==> src/rtl/fifo_burst_reader.sv <==
// rtl/fifo_burst_reader.sv - burst read engine between a synchronous FIFO and a valid/ready stream
// Pops fixed-length bursts, or partial bursts on flush/timeout, into a registered output beat.
module fifo_burst_reader #(
   parameter int WIDTH     = 32,
   parameter int DEPTH     = 16,
   parameter int BURST_LEN = 4,
   parameter int TIMEOUT   = 64
) (
   input  logic                     clk,
   input  logic                     rst,
   input  logic [$clog2(DEPTH):0]   fifo_count,
   input  logic                     fifo_empty,
   input  logic [WIDTH-1:0]         fifo_rd_data,
   output logic                     fifo_pop,
   input  logic                     flush,
   output logic                     m_valid,
   input  logic                     m_ready,
   output logic [WIDTH-1:0]         m_data,
   output logic                     m_last,
   output logic                     busy
);

   localparam int CW = $clog2(DEPTH) + 1;
   localparam int RW = $clog2(BURST_LEN) + 1;
   localparam int TW = (TIMEOUT > 0) ? $clog2(TIMEOUT + 1) : 1;
   localparam logic [CW-1:0] BURST_C = CW'(BURST_LEN);
   localparam logic [TW-1:0] TMAX_C  = TW'(TIMEOUT);

   typedef enum logic {IDLE, STREAM} state_t;

   state_t            state_q, state_d;
   logic [RW-1:0]     remaining_q, remaining_d;
   logic [TW-1:0]     timer_q, timer_d;
   logic              m_valid_q, m_valid_d;
   logic              m_last_q, m_last_d;
   logic [WIDTH-1:0]  m_data_q, m_data_d;
   logic              pop;
   logic              timed_out;

   // A stalled output beat blocks popping, so the register never gets overwritten.
   assign pop = (state_q == STREAM) && (remaining_q != '0) && !fifo_empty
                && (!m_valid_q || m_ready);
   assign timed_out = (TIMEOUT != 0) && (timer_q >= TMAX_C);

   always_comb begin
      state_d     = state_q;
      remaining_d = remaining_q;
      timer_d     = timer_q;
      m_valid_d   = m_valid_q;
      m_last_d    = m_last_q;
      m_data_d    = m_data_q;

      case (state_q)
         IDLE: begin
            if (fifo_count >= BURST_C) begin
               state_d     = STREAM;
               remaining_d = RW'(BURST_LEN);
               timer_d     = '0;
            end else if (fifo_count != '0 && (flush || timed_out)) begin
               state_d     = STREAM;
               remaining_d = fifo_count[RW-1:0];
               timer_d     = '0;
            end else if (fifo_count == '0) begin
               timer_d = '0;
            end else if (timer_q < TMAX_C) begin
               timer_d = timer_q + TW'(1);
            end
         end
         STREAM: begin
            timer_d = '0;
            if (pop) begin
               remaining_d = remaining_q - RW'(1);
               if (remaining_q == RW'(1)) begin
                  state_d = IDLE;
               end
            end
         end
         default: state_d = IDLE;
      endcase

      if (pop) begin
         m_data_d  = fifo_rd_data;
         m_valid_d = 1'b1;
         m_last_d  = (remaining_q == RW'(1));
      end else if (m_valid_q && m_ready) begin
         m_valid_d = 1'b0;
         m_last_d  = 1'b0;
      end
   end

   always_ff @(posedge clk or posedge rst) begin
      if (rst) begin
         state_q     <= IDLE;
         remaining_q <= '0;
         timer_q     <= '0;
         m_valid_q   <= 1'b0;
         m_last_q    <= 1'b0;
         m_data_q    <= '0;
      end else begin
         state_q     <= state_d;
         remaining_q <= remaining_d;
         timer_q     <= timer_d;
         m_valid_q   <= m_valid_d;
         m_last_q    <= m_last_d;
         m_data_q    <= m_data_d;
      end
   end

   assign fifo_pop = pop;
   assign busy     = (state_q == STREAM);
   assign m_valid  = m_valid_q;
   assign m_last   = m_last_q;
   assign m_data   = m_data_q;

endmodule

==> config.mk <==
export PLATFORM = sky130hd
export DESIGN_NAME = fifo_burst_reader
export DESIGN_NICKNAME = d
export VERILOG_FILES = /design/src/rtl/fifo_burst_reader.sv
export SDC_FILE = /design/constraint.sdc
export NUM_CORES = 1
export LEC_CHECK = 0
export ABC_CLOCK_PERIOD_IN_PS = 5300
export CORE_MARGIN = 2
export CORE_UTILIZATION = 47
export CTS_CLUSTER_DIAMETER = 40
export DETAILED_ROUTE_END_ITERATION = 8
export GPL_TIMING_DRIVEN = 0
export PLACE_DENSITY_LB_ADDON = 0.25
export SYNTH_ARGS = -nofsm -noshare
export SYNTH_HDL_FRONTEND = slang
export SYNTH_SLANG_ARGS = --single-unit
export TNS_END_PERCENT = 30
==> constraint.sdc <==
create_clock -name clk -period 5.3 [get_ports clk]
set_input_delay 0.795 -clock clk [delete_from_list [all_inputs] [get_ports clk]]
set_output_delay 0.795 -clock clk [all_outputs]
set_load 0.01 [all_outputs]
Yosys cells after proc, flatten, opt, wreduce, memory -nomap -nowiden

Cells that the tools add are included.

$add $sub $neg: 2
Mux-type cells: 17
Equal/unequal tests: 4
Bitwise logic cells: 1
$lt $le $gt $ge: 3
Reduce and logical (&&, ||, !) cells: 14

Operators with widths:

| operator                                                                             | number |
|---|---|
| 7-bit two-way mux                                                                    | 4 |
| 7-bit case mux with 2 select lines                                                   | 1 |
| 3-bit two-way mux                                                                    | 3 |
| 7-bit by 1-bit adder with 7-bit output (second input constant)                       | 1 |
| 7-bit greater-or-equal comparator (second input constant)                            | 1 |
| 7-bit less-than comparator (second input constant)                                   | 1 |
| 1-bit two-way mux                                                                    | 7 |
| 3-bit case mux with 2 select lines                                                   | 1 |
| 5-bit by 3-bit greater-or-equal comparator with 1-bit output (second input constant) | 1 |
| 1-bit logical AND                                                                    | 5 |
| 5-bit logical NOT                                                                    | 1 |
| 5-bit != test (second input constant)                                                | 1 |
| 5-bit nonzero test                                                                   | 1 |
| 3-bit by 1-bit equality test with 1-bit output (second input constant)               | 1 |
| 3-bit != test (second input constant)                                                | 1 |
| 3-bit nonzero test                                                                   | 1 |
| 3-bit by 1-bit subtractor with 3-bit output (second input constant)                  | 1 |
| 1-bit logical NOT                                                                    | 2 |
| 1-bit logical OR                                                                     | 2 |
| 2-bit != test (second input constant)                                                | 1 |
| 1-bit case mux with 2 select lines                                                   | 1 |
| 2-bit AND reduction                                                                  | 1 |
| 2-bit nonzero test                                                                   | 1 |
| 1-bit inverter                                                                       | 1 |

Output and inout bits: 36
Word-level logic and storage cells: 47
Input port bits: 42
Register bits after elaboration: 45

Depth between registers and ports, before layout

Depth after elaboration: 6
Mapped depth: 8

Worst setup path after synthesis

OpenSTA, ideal clock, no wires.

Kind: input to output
From: input fifo_empty
To: output fifo_pop
Stages: 4
Slack: 2950 ps
Required time: 4505 ps
Arrival time: 1555 ps
Cell sequence: or3b_1 nand2b_4 buf_6 inv_1

Word-level cells in the longest chain between the ends: 3

RTL lines:

| element            | line | RTL |
|---|---|---|
| start: declaration | 12   | `input logic fifo_empty,` |
| 1-bit logical NOT  | 41   | `assign pop = (state_q == STREAM) && (remaining_q != '0) && !fifo_empty` |
| 1-bit logical AND  | 41   |  |
| 1-bit logical AND  | 42   | `&& (!m_valid_q \|\| m_ready);` |
| end: declaration   | 14   | `output logic fifo_pop,` |

Every way passes these cells.

Worst setup path after layout

Same ends and word-level chain as after synthesis.

==> impl_metrics.csv <==
group,metric,value,unit
placement,gp_congestion,0.818,
global_route,grt_max_degree,46,
clock_tree,cts_tree,"built",
clock_tree,post_cts.repair.setup_buffers,0,
global_route,grt_pass1_wl,7380,um
logic_synthesis,synthCells,135,
routing,route.detailed.drc,0,
clock_tree,cts-root-buf,"clkbuf_8",
final_layout,final_cell_mix,"clkdlybuf4s50_1 (77), dfrtp_1 (45), mux2_4 (29)",
sta,tns,0,ns
final_layout,final-seq-area,1130,sq um
clock_tree,path_clk_slew,0.07,ns
final_layout,drive_above_1_share,21.5,%
power_and_ir_drop,powerDensity,507,nW/um^2
sta,worstMarginPinSlew,0.909,ns
routing,wl_per_cell,15.6,um
logic_synthesis,synth_seq_cells,45,
global_route,globalRouteOverflowTotal,0,
sta,slew_headroom,39.3,%
clock_tree,cts_hold_buf,0,
power_and_ir_drop,leakagePower,1.34,nW
logic_synthesis,post_synth.cell_area_avg,14.9,sq um
sta,min_period,3.32,ns
logic_synthesis,synth.top_cell.area_share,56.1,%
routing,post_drt_via_cell_ratio,5.10,
final_layout,final_common_cell,"clkdlybuf4s50_1",
sta,timing.final.crit_share,62.7,%
global_route,grt_pass1_vias,1511,
logic_synthesis,synthFlopType,"dfrtp_1",
logic_synthesis,syn_nets,181,
die,die_area,4810,sq um
critical_path,critPathMaxFanout,8,
power_and_ir_drop,ir_worst_vdd,0.213,mV
critical_path,arrival,2.53,ns
die,num_io_pins,78,
final_layout,multiInputGateArea,779,sq um
die,die_height,69.3,um
clock_tree,clock_latency,0.29,ns
die,rows,23,
logic_synthesis,ys_seq_area_share,56.1,%
placement,port_buffers,77,
logic_synthesis,synth_area_leaders,"dfrtp_1 (56%), mux2_4 (22%), buf_12 (3.0%), ha_1 (2.5%), nor2_1 (1.7%)",
final_layout,nets,265,
placement,dp_hpwl,3080,um
sta,final_hold_viol_count,0,
clock_tree,clk_path_buf_depth,2,
sta,fin_worst_skew,0.00488,ns
routing,drt_first_pass_iters,4,
logic_synthesis,ys_types,29,
routing,route.met2.wl,2030,um
sta,slew_viol_final,0,
routing,drt_iter0_markers,62,
sta,setup_viol,0,
final_layout,stdcell_area,2930,sq um
final_layout,syn_to_final_growth,45.8,%
global_route,grt_antenna_before_repair,0,
die,die_x,69.3,um
outcome,status,"finished, final reports clean",
routing,routed_wirelength,4200,um
die,start_util,49.5,%
routing,ant_nets,0,
clock_tree,numCtsBuffers,5,
logic_synthesis,yosys.area.top_type,"dfrtp_1",
sta,rsz0062_at_grt,"false",
logic_synthesis,ys_warn_count,0,
clock_tree,cts-resized-gates,0,
logic_synthesis,ys_async_sr_fraction,100,%
logic_synthesis,synth_edf_count,0,
routing,m1WireLength,1810,um
critical_path,cp-end-kind,"primary output",
routing,top_layer,"met4",
job,maxCapViolCount,0,
die,coreArea,4060,sq um
critical_path,crit_path_start_kind,"input pin",
routing,route.vias.total,1372,
final_layout,antenna_cells,0,
clock_tree,htreeDepth,2,
global_route,grt.total_usage,19.1,%
hold_path,hp-class,"reg2reg",
logic_synthesis,syn-cell-area,2010,sq um
placement,dpl_cell_area,2840,sq um
routing,wl_met3,280,um
critical_path,path_class,"in2out",
clock_tree,cts.sinks,45,
critical_path,required,4.51,ns
sta,fmax,301,MHz
final_layout,fillers,256,
-- report_power, final --
part / switching, W / internal, W / total, W / leakage (nW)
Sequential: 0.0000773 / 0.000480 / 0.000558 / 0.540
Clock: 0.000106 / 0.000103 / 0.000209 / 0.0443
Combinational: 0.000243 / 0.000475 / 0.000718 / 0.759
Total: 0.000426 / 0.00106 / 0.00148 / 1.34
-- synthesized netlist by cell type (2+ instances only) --
cell type and n:
mux2_4 29, mux2_2 3, inv_1 6, nand2b_1 3
o22ai_1 2, ha_1 4, buf_12 3, nor2_1 9
a31o_2 2, xor2_1 2, nand2_1 6, nand3_1 2
nor2b_1 2, dfrtp_1 45, nor3_1 2, xnor2_1 2
-- registers in the layout, summed over array words and instances, names as in the netlist --
| signal | cells |
|---|---|
| m_data | 32 |
| timer_q | 7 |
| remaining_q | 3 |
| busy | 1 |
| m_last | 1 |
| m_valid | 1 |
-- metal layers --
| metal | up-vias | track usage (%) |
|---|---|---|
| met1 | 673 | 24.2 |
| met2 | 62 | 31.2 |
| met3 | 7 | 5.67 |
| met5 | - | 0 |
| met4 | 0 | 6.97 |
| li1 | 630 | - |
-- critical path: stages --
cell,delay (ns)
clkdlybuf4s50_1,0.40
or3b_1,0.40
nand2b_4,0.16
buf_6,0.14
inv_1,0.08
clkdlybuf4s50_1,0.55
-- worst paths after layout --
kind	startpoint	to	slack (ns)	cells after the start
worst max-delay path	fifo_empty	fifo_pop	1.98	6
worst min-delay path	timer_q[0]	timer_q[0]	0.47	1
worst max register to register	remaining_q[0]	m_data[27]	3.18	8
worst min register to register	timer_q[0]	timer_q[0]	0.47	1
max in group asynchronous	rst	m_data[21]	3.71	2
min in group asynchronous	rst	m_data[10]	1.02	2
-- per-stage QoR --
| step | hold WS (ns) | setup WS (ns) | total power, W | cells | util (%) |
|---|---|---|---|---|---|
| 2_1_floorplan | 0.432 | 2.95 | 0.000939 | 135 | - |
| 3_3_place_gp | 0.448 | 2.01 | 0.00126 | 262 | 70.0 |
| 3_5_place_dp | 0.450 | 1.98 | 0.00129 | 262 | 70.0 |
| 4_1_cts | 0.469 | 1.97 | 0.00150 | 269 | 72.1 |
| 5_1_grt | 0.504 | 1.91 | 0.00157 | 269 | 72.1 |
| 6_report | 0.472 | 1.98 | 0.00148 | 269 | 72.1 |
-- kinds of logic (layout without fill, tap and decap cells) --
logic type	count (synthesis)	count (layout)	share of synthesized area, %
AOI/OAI and AO/OA	10	10	3.74
and+or+nand+nor	29	29	7.48
buffers and inverters	11	95	5.05
DFF	45	45	56.1
adders and majority gates	4	4	2.49
muxes	32	32	23.4
xor gates and xnor gates	4	4	1.75
-- cell type report --
type                       instances  share of cell area (%)
inverter                           6                   0.770
multi-input combinational         79                    26.6
tap                               50                    2.14
clock buffer                       7                    2.95
timing repair buffer              77                    26.3
buffer                             5                    2.69
sequential                        45                    38.5
No activity file was read; power rests on OpenSTA's default activity.
